`src/rtl/elm_layer_ctrl.sv`:
```
// Sequencer for one ELM hidden layer: streams weights/biases into the neuron array,
// broadcasts an input vector, collects activations and serializes them onto an output stream.
module elm_layer_ctrl #(
  parameter int unsigned LAYER_NO   = 1,
  parameter int unsigned NUM_NEURON = 64,
  parameter int unsigned NUM_INPUT  = 128,
  parameter int unsigned DATA_W     = 16,
  parameter int unsigned OUT_W      = 8,
  parameter int unsigned TIMEOUT    = 1023
) (
  input  logic                         clk,
  input  logic                         rst,
  input  logic                         cmd_load,
  input  logic                         cmd_run,
  output logic                         busy,
  output logic                         err,
  input  logic [DATA_W-1:0]            s_data,
  input  logic                         s_valid,
  output logic                         s_ready,
  output logic [OUT_W-1:0]             m_data,
  output logic                         m_valid,
  output logic                         m_last,
  input  logic                         m_ready,
  output logic                         nrn_rst,
  output logic [2*DATA_W:0]            cfg_layer_num,
  output logic [2*DATA_W:0]            cfg_neuron_num,
  output logic                         weight_valid,
  output logic [DATA_W-1:0]            weight_value,
  output logic [NUM_NEURON-1:0]        bias_valid,
  output logic [DATA_W-1:0]            bias_value,
  output logic                         in_valid,
  output logic [DATA_W-1:0]            in_data,
  input  logic [NUM_NEURON*OUT_W-1:0]  n_out,
  input  logic [NUM_NEURON-1:0]        n_outvalid
);

  localparam int unsigned CW = 2 * DATA_W + 1;
  localparam int unsigned NW = (NUM_NEURON > 1) ? $clog2(NUM_NEURON) : 1;
  localparam int unsigned IW = (NUM_INPUT > 1) ? $clog2(NUM_INPUT) : 1;
  localparam int unsigned TW = (TIMEOUT > 1) ? $clog2(TIMEOUT) : 1;

  typedef enum logic [2:0] {
    StIdle,
    StNrst,
    StLoadW,
    StLoadB,
    StRunIn,
    StWaitOut,
    StDrain
  } state_e;

  state_e                      state_q, state_d;
  logic [NW-1:0]               n_q, n_d;
  logic [IW-1:0]               w_q, w_d;
  logic [TW-1:0]               timer_q, timer_d;
  logic [NW-1:0]               drain_q, drain_d;
  logic [NUM_NEURON-1:0]       seen_q, seen_d, seen_nxt;
  logic [NUM_NEURON*OUT_W-1:0] obuf_q, obuf_d;
  logic                        err_q, err_d;
  logic                        wvalid_q, wvalid_d;
  logic [DATA_W-1:0]           wvalue_q, wvalue_d;
  logic [CW-1:0]               cfg_nn_q, cfg_nn_d;
  logic [NUM_NEURON-1:0]       bvalid_q, bvalid_d;
  logic [DATA_W-1:0]           bvalue_q, bvalue_d;
  logic                        ivalid_q, ivalid_d;
  logic [DATA_W-1:0]           idata_q, idata_d;
  logic                        beat;
  logic [OUT_W-1:0]            obuf_arr [NUM_NEURON];

  for (genvar g = 0; g < NUM_NEURON; g++) begin : g_obuf
    assign obuf_arr[g] = obuf_q[g*OUT_W +: OUT_W];
  end

  // s_ready is a pure state decode so the upstream never sees a combinational loop
  assign s_ready = (state_q == StLoadW) || (state_q == StLoadB) || (state_q == StRunIn);
  assign beat    = s_valid & s_ready;

  assign busy           = (state_q != StIdle);
  assign err            = err_q;
  assign nrn_rst        = (state_q == StNrst);
  assign m_valid        = (state_q == StDrain);
  assign m_last         = m_valid && (drain_q == NW'(NUM_NEURON - 1));
  assign m_data         = m_valid ? obuf_arr[drain_q] : '0;
  assign cfg_layer_num  = CW'(LAYER_NO);
  assign cfg_neuron_num = cfg_nn_q;
  assign weight_valid   = wvalid_q;
  assign weight_value   = wvalue_q;
  assign bias_valid     = bvalid_q;
  assign bias_value     = bvalue_q;
  assign in_valid       = ivalid_q;
  assign in_data        = idata_q;

  always_comb begin
    state_d  = state_q;
    n_d      = n_q;
    w_d      = w_q;
    timer_d  = timer_q;
    drain_d  = drain_q;
    seen_d   = seen_q;
    seen_nxt = seen_q;
    obuf_d   = obuf_q;
    err_d    = err_q;
    wvalid_d = 1'b0;
    wvalue_d = wvalue_q;
    cfg_nn_d = cfg_nn_q;
    bvalid_d = '0;
    bvalue_d = bvalue_q;
    ivalid_d = 1'b0;
    idata_d  = idata_q;

    unique case (state_q)
      StIdle: begin
        if (cmd_load) begin
          err_d   = 1'b0;
          state_d = StNrst;
        end else if (cmd_run) begin
          err_d   = 1'b0;
          w_d     = '0;
          timer_d = '0;
          drain_d = '0;
          seen_d  = '0;
          state_d = StRunIn;
        end
      end

      StNrst: begin
        n_d     = '0;
        w_d     = '0;
        state_d = StLoadW;
      end

      StLoadW: begin
        if (beat) begin
          wvalid_d = 1'b1;
          wvalue_d = s_data;
          cfg_nn_d = CW'(n_q) + CW'(1);
          if (w_q == IW'(NUM_INPUT - 1)) begin
            w_d     = '0;
            state_d = StLoadB;
          end else begin
            w_d = w_q + IW'(1);
          end
        end
      end

      StLoadB: begin
        if (beat) begin
          bvalue_d = s_data;
          bvalid_d = NUM_NEURON'(1) << n_q;
          if (n_q == NW'(NUM_NEURON - 1)) begin
            state_d = StIdle;
          end else begin
            n_d     = n_q + NW'(1);
            w_d     = '0;
            state_d = StLoadW;
          end
        end
      end

      StRunIn: begin
        if (beat) begin
          ivalid_d = 1'b1;
          idata_d  = s_data;
          if (w_q == IW'(NUM_INPUT - 1)) begin
            w_d     = '0;
            timer_d = '0;
            state_d = StWaitOut;
          end else begin
            w_d = w_q + IW'(1);
          end
        end
      end

      StWaitOut: begin
        for (int k = 0; k < NUM_NEURON; k++) begin
          if (n_outvalid[k]) begin
            obuf_d[k*OUT_W +: OUT_W] = n_out[k*OUT_W +: OUT_W];
          end
        end
        seen_nxt = seen_q | n_outvalid;
        seen_d   = seen_nxt;
        // Activations arriving on the deadline cycle still count as complete
        if (&seen_nxt) begin
          drain_d = '0;
          state_d = StDrain;
        end else if (timer_q == TW'(TIMEOUT - 1)) begin
          err_d   = 1'b1;
          state_d = StIdle;
        end else begin
          timer_d = timer_q + TW'(1);
        end
      end

      StDrain: begin
        if (m_ready) begin
          if (drain_q == NW'(NUM_NEURON - 1)) begin
            drain_d = '0;
            state_d = StIdle;
          end else begin
            drain_d = drain_q + NW'(1);
          end
        end
      end

      default: state_d = StIdle;
    endcase
  end

  always_ff @(posedge clk or posedge rst) begin
    if (rst) begin
      state_q  <= StIdle;
      n_q      <= '0;
      w_q      <= '0;
      timer_q  <= '0;
      drain_q  <= '0;
      seen_q   <= '0;
      obuf_q   <= '0;
      err_q    <= 1'b0;
      wvalid_q <= 1'b0;
      wvalue_q <= '0;
      cfg_nn_q <= '0;
      bvalid_q <= '0;
      bvalue_q <= '0;
      ivalid_q <= 1'b0;
      idata_q  <= '0;
    end else begin
      state_q  <= state_d;
      n_q      <= n_d;
      w_q      <= w_d;
      timer_q  <= timer_d;
      drain_q  <= drain_d;
      seen_q   <= seen_d;
      obuf_q   <= obuf_d;
      err_q    <= err_d;
      wvalid_q <= wvalid_d;
      wvalue_q <= wvalue_d;
      cfg_nn_q <= cfg_nn_d;
      bvalid_q <= bvalid_d;
      bvalue_q <= bvalue_d;
      ivalid_q <= ivalid_d;
      idata_q  <= idata_d;
    end
  end

endmodule

```
`config.mk`:
```
export PLATFORM = sky130hd
export DESIGN_NAME = elm_layer_ctrl
export DESIGN_NICKNAME = d
export VERILOG_FILES = /design/src/rtl/elm_layer_ctrl.sv
export SDC_FILE = /design/constraint.sdc
export NUM_CORES = 1
export LEC_CHECK = 0
export BUFFER_PORTS_ARGS = -buffer_cell sky130_fd_sc_hd__buf_2
export CAP_MARGIN = 30
export CORE_AREA = 2 2 306 308
export CTS_CLUSTER_DIAMETER = 80
export CTS_CLUSTER_SIZE = 8
export DETAILED_ROUTE_END_ITERATION = 10
export DIE_AREA = 0 0 308 310
export PLACE_DENSITY = 0.53
export SLEW_MARGIN = 20
export SYNTH_ARGS = -nofsm -noshare
export SYNTH_HDL_FRONTEND = slang
export SYNTH_SLANG_ARGS = --single-unit
export TNS_END_PERCENT = 100
```
`constraint.sdc`:
```
create_clock -name clk -period 48.6 [get_ports clk]
set_input_delay 2.43 -clock clk [delete_from_list [all_inputs] [get_ports clk]]
set_output_delay 2.43 -clock clk [all_outputs]
set_load 0.01 [all_outputs]
```
Word level (Yosys, flattened, before mapping). Index checks and enable logic that the tools add are counted.

Output and inout bits: 194. Word-level logic and storage cells: 254. Input bits: 598. Bits in registers: 756.

Magnitude comparators: 1. Mux-type cells: 53. $add $sub $neg: 5. Reduce and logical (&&, ||, !) cells: 86. Shifts and indexed selects: 1. Bitwise logic cells: 3. Eq/ne operators: 27.

Operators with widths (number): 2-to-1 mux 64 bit (4); AND reduction 2 bit (67); case mux 64 bit (2 select lines) (1); bitwise OR 64 bit (1); AND reduction 64 bit (1); << shifter 1 x 6 -> 64 bit (first input constant) (1); 2-to-1 mux 10 bit (6); binary-select mux 8 bit (select 6 bit) (1); 2-to-1 mux 6 bit (7); 2-to-1 mux 7 bit (6); 2-to-1 mux 3 bit (11); case mux 10 bit (3 select lines) (1); case mux 7 bit (4 select lines) (1); 2-to-1 mux 8 bit (3); case mux 3 bit (7 select lines) (1); != test 2 bit (second input constant) (10); case mux 6 bit (3 select lines) (1); adder 6 x 1 -> 6 bit (second input constant) (2); == test 6 bit (second input constant) (2); case mux 6 bit (2 select lines) (1); adder 10 x 1 -> 10 bit (second input constant) (1); == test 10 bit (second input constant) (1); != test 2 x 1 -> 1 bit (second input constant) (5); == test 3 bit (second input constant) (3); other kinds (25) (38).

Longest topological paths before layout.
Depth in word-level cells: 6. Depth in mapped cells: 9. Mapped depth without buffers: 7.

Worst setup path after synthesis. OpenSTA, ideal clock, no wires.

Kind: reg-to-output. Start point: register drain_q[0]. End point: output port m_data[0]. Slack: 44.151 ns. Buffers on the path: 3. Cell stages (with the launch flop): 8. Data arrival time: 2.019 ns. Data required time: 46.170 ns. Path through: dfrtp_1 > buf_6 > buf_6 > buf_2 > mux4_2 > a22oi_1 > nand2_1 > a211o_1.

Cells in the longest elaborated chain, start to end: 5.

RTL lines: start, declared (line 56) `logic [NW-1:0] drain_q, drain_d;`; start signal, assigned (line 231) `drain_q <= drain_d;`; inverter 6 -> 7 bit (implied by the code) (line 83) `assign m_data = m_valid ? obuf_arr[drain_q] : '0;`; binary-select mux 8 bit (select 6 bit) (line 83); 2-to-1 mux 8 bit (implied by the code) (2 in series) (line 83); 2-to-1 mux 8 bit (line 83); end, declared (line 20) `output logic [OUT_W-1:0] m_data,`.

No other way between the ends. The select of a mux whose other input is x is not followed.

Worst setup path after layout.
Start point: register drain_q[0]. End point: output port m_data[1].

Same word-level chain as after synthesis.

==> impl_results.md <==
* Outcome: completed
* CP Data Arrival Time at 4.94 ns
* Root buf cell: clkbuf_16
* IO Count at slightly below 800
* Antenna viol nets, final at 0
* Die height at between 300 and 400 um
* Maximum root-to-sink buffer count at 3
* Via density at approximately 5.3
* Tcrit/Tclk final at between 10% and 20%
* Hold_buf cts at 0
* Fin crit period at 7.37 ns
* Reg2Reg Depth at 6
* Seq/Total Area, Yosys at roughly 57%
* DR vias at 22,771
* Area growth syn-to-layout at 23.8%
* Number of port buffers at 732
* Most frequent cells after synthesis: 730 x dfrtp_1, 544 x mux2_2, 158 x nor2_1
* Reg2Reg Launch Point: state_q[1]
* Starting DRT DRC Count at around 1,500
* # Max-Cap Violations at 0
* Mapped Cells at approximately 2,300
* First-pass GRT wire length at about 170,000 um
* Postcts setup bufs at 0
* Yosys synthesis warning count at 0
* Die ar. at roughly 95,000 um^2
* 1st-pass router iterations at 5
* Area share of the largest cell type after synthesis at 56.9%
* Fin util at between 40% and 50%
* Post-synthesis compound-gate area fraction at under 10%
* Initial antenna violation count at 65
* Final setup TNS at 0 ns
* Clk slew on worst S/H paths at around 0.050 ns
* WHS at between 0.4 and 0.5 ns
* Final HPWL DP at 89,600 um
* Vias in the first global route at approximately 24,000
* Routability cong. at 0.898
* Slowest stage delay, CP at around 0.96 ns
* Total clock sinks at 730
* Slowest stage cell, crit path: dfrtp_4
* Synth area leader: dfrtp_1
* Main combinational cell family by area after synthesis: multiplexers
* Crit path capture type: primary output
* Top-count cell post-synth: dfrtp_1
* Final setup fails at 0
* Largest net degree at the start of global routing at ~170
* CTS Buf Count at 101
* Max Clk Rate at roughly 0.14 GHz
* CP Launch Type: flop
* Synth cell types at 57
* Non-Filler Instances at ~4,300
* Simple logic cell fraction of the synthesized area at 6.16%
* Least-Margin Pin Slew at between 1 and 1.5 ns
* P_leak at 20.3 nW
* PwrDens at around 33 nW/um^2
* Die W at between 300 and 400 um
* Slew Limit Fails at 0
* Fill cell count at approximately 8,600
* Gr usage total at approximately a quarter
* Worst path required time at approximately 46 ns
* Number of synthesized flops with an enable pin at 0
* Slew HR at ~32%
* Share of layout cells above drive strength 1 at around half
* Ys async rst share at between 90% and 100%
* Leading post-synthesis cells by cell area: dfrtp_1 57%, mux2_2 19%, mux4_2 9.0%, nor2_1 1.8%, nand2_1 1.8%
* Mapped cell area at 32,100 um^2
* CP max FO at 40
* Row count at roughly 110
* Worst hold path stage count at 2
* Most common flop cell mapped by yosys: dfrtp_1
* Initial Util at 34.7%
* Setup Skew at around 0.022 ns
* Min-delay worst type: reg -> reg
* Yosys reg bits at 730
* H-tree depth at 3
* Clock Latency Late Sink at between 0.6 and 0.7 ns
* Kind of critical path: reg -> out
* R2r setup slk at approximately 45 ns
* Final Net Count at about 3,700
* Drt wl/cell at 27.3 um
* Hold path start: weight_value[3]
* Reg2Reg Capture Point: obuf_q[508]
* Syn Area/Cell at ~14 um^2
* Ordered cell list for the critical path: buf_4 > mux4_2 > a22o_1 > a221oi_1 > o22ai_1 > a211o_1 > buf_2
* Synth Area in XOR/XNOR at 0.0818%
* VDD IR max at around 0.027 mV
* CTS tree: yes
* Final hold vios at 0
* DRT Wirelength at approximately 120,000 um
* Adder-Cell Fraction of Synth Area at less than 1%
* Dpl ws at roughly 42 ns
* RSZ-0062 raised after global routing: false
* Overflow after GRT at 0
* Post-CTS Resized at 0
* Worst setup margin at around 41 ns
* DRC viols at 0
* Cells after DPL at 4,140
* Post-synthesis mux area share at 28.1%
* Hold Path Sink: weight_value[3]
* CORE AREA at around 90,000 um^2
-- registers in the layout (all words and copies together) (netlist names), 10 cells and up --
register,cells
bias_valid,64
obuf_q,512
seen_q,64
bias_value,16
weight_value,16
in_data,16
timer_q,10
-- cell type report --
class | instances | area (um^2) | share of cell area [%]
clock inverters | 7 | 131 | 0.330
inverters | 13 | 56.3 | 0.142
multi-input cells | 1447 | 13100 | 32.9
clock buffers | 104 | 2570 | 6.46
flip-flops and latches | 730 | 18300 | 46.0
repair buffers | 761 | 4040 | 10.2
well taps | 1197 | 1500 | 3.77
diodes | 40 | 100 | 0.252
-- worst max-delay path by stage --
stage / from / endpoint / cells past startpoint
detailed placement: rst / obuf_q[72] / 6
finish: drain_q[0] / m_data[1] / 7
global placement: rst / obuf_q[72] / 6
CTS: drain_q[0] / m_data[1] / 7
global route: drain_q[0] / m_data[1] / 7
floorplan: rst / bias_valid[0] / 1
-- placed cells by master, fill, tap and decap left out, types with 5 or more instances in the layout --
cell type / synthesis / final
and2_1: 8 / 7
nand3_1: 20 / 20
a21o_1: 5 / 5
conb_1: 2 / 59
a221oi_1: 16 / 16
clkbuf_16: 0 / 102
nand2_1: 154 / 154
a22o_1: 18 / 18
ha_1: 10 / 10
nor2_1: 158 / 157
o22ai_1: 42 / 42
a211o_1: 8 / 8
nor4_1: 11 / 11
nand4_1: 8 / 8
dfrtp_1: 730 / 728
buf_2: 31 / 732
diode_2: 0 / 40
o31ai_1: 5 / 5
a22oi_1: 38 / 38
or3_1: 5 / 5
o21ai_0: 24 / 24
a21oi_1: 81 / 81
mux2_2: 544 / 544
nor2b_1: 11 / 8
buf_4: 66 / 16
nand2_2: 29 / 29
clkinv_8: 0 / 5
inv_1: 11 / 10
mux4_2: 128 / 128
o21ai_1: 5 / 5
nor3_1: 8 / 8
and3_1: 7 / 7
-- metal layers --
metal	GRT usage, %	up-vias	share of wire, %
li1	-	9799	-
met1	29.0	11791	39
met2	40.1	873	49
met3	6.53	262	7.0
met4	11.8	46	4.5
met5	0	-	0.23
-- through the flow --
step / power (mW) / instance area (um^2)
detailed placement: 0.685 / 36800
global route: 1.36 / 39700
floorplan: 0.647 / 32300
CTS: 1.32 / 39500
global placement: 0.684 / 36700
finish: 1.31 / 39800
-- critical path: cells and delay by family (launching register included) --
family	cells	cell delay, ns
multiplexers	1	0.59
AO/OA/AOI/OAI	4	1.76
flip-flops	1	0.96
buffers and inverters	2	0.81
-- report_power, final --
part,internal (mW),switching (mW)
clock network,0.375,0.262
registers,0.612,0.00289
logic,0.0236,0.0361
-- cells by family (layout without fill, tap and decap cells) --
logic type      count (synthesis)  after routing
compound gates                258            258
xor+xnor                        3              3
fa+ha+maj                      10             10
buf+inv                       174            885
flops                         730            730
mux                           675            675
other cells                     2             99
simple gates                  442            442
Power figures use the tool's default switching activity.
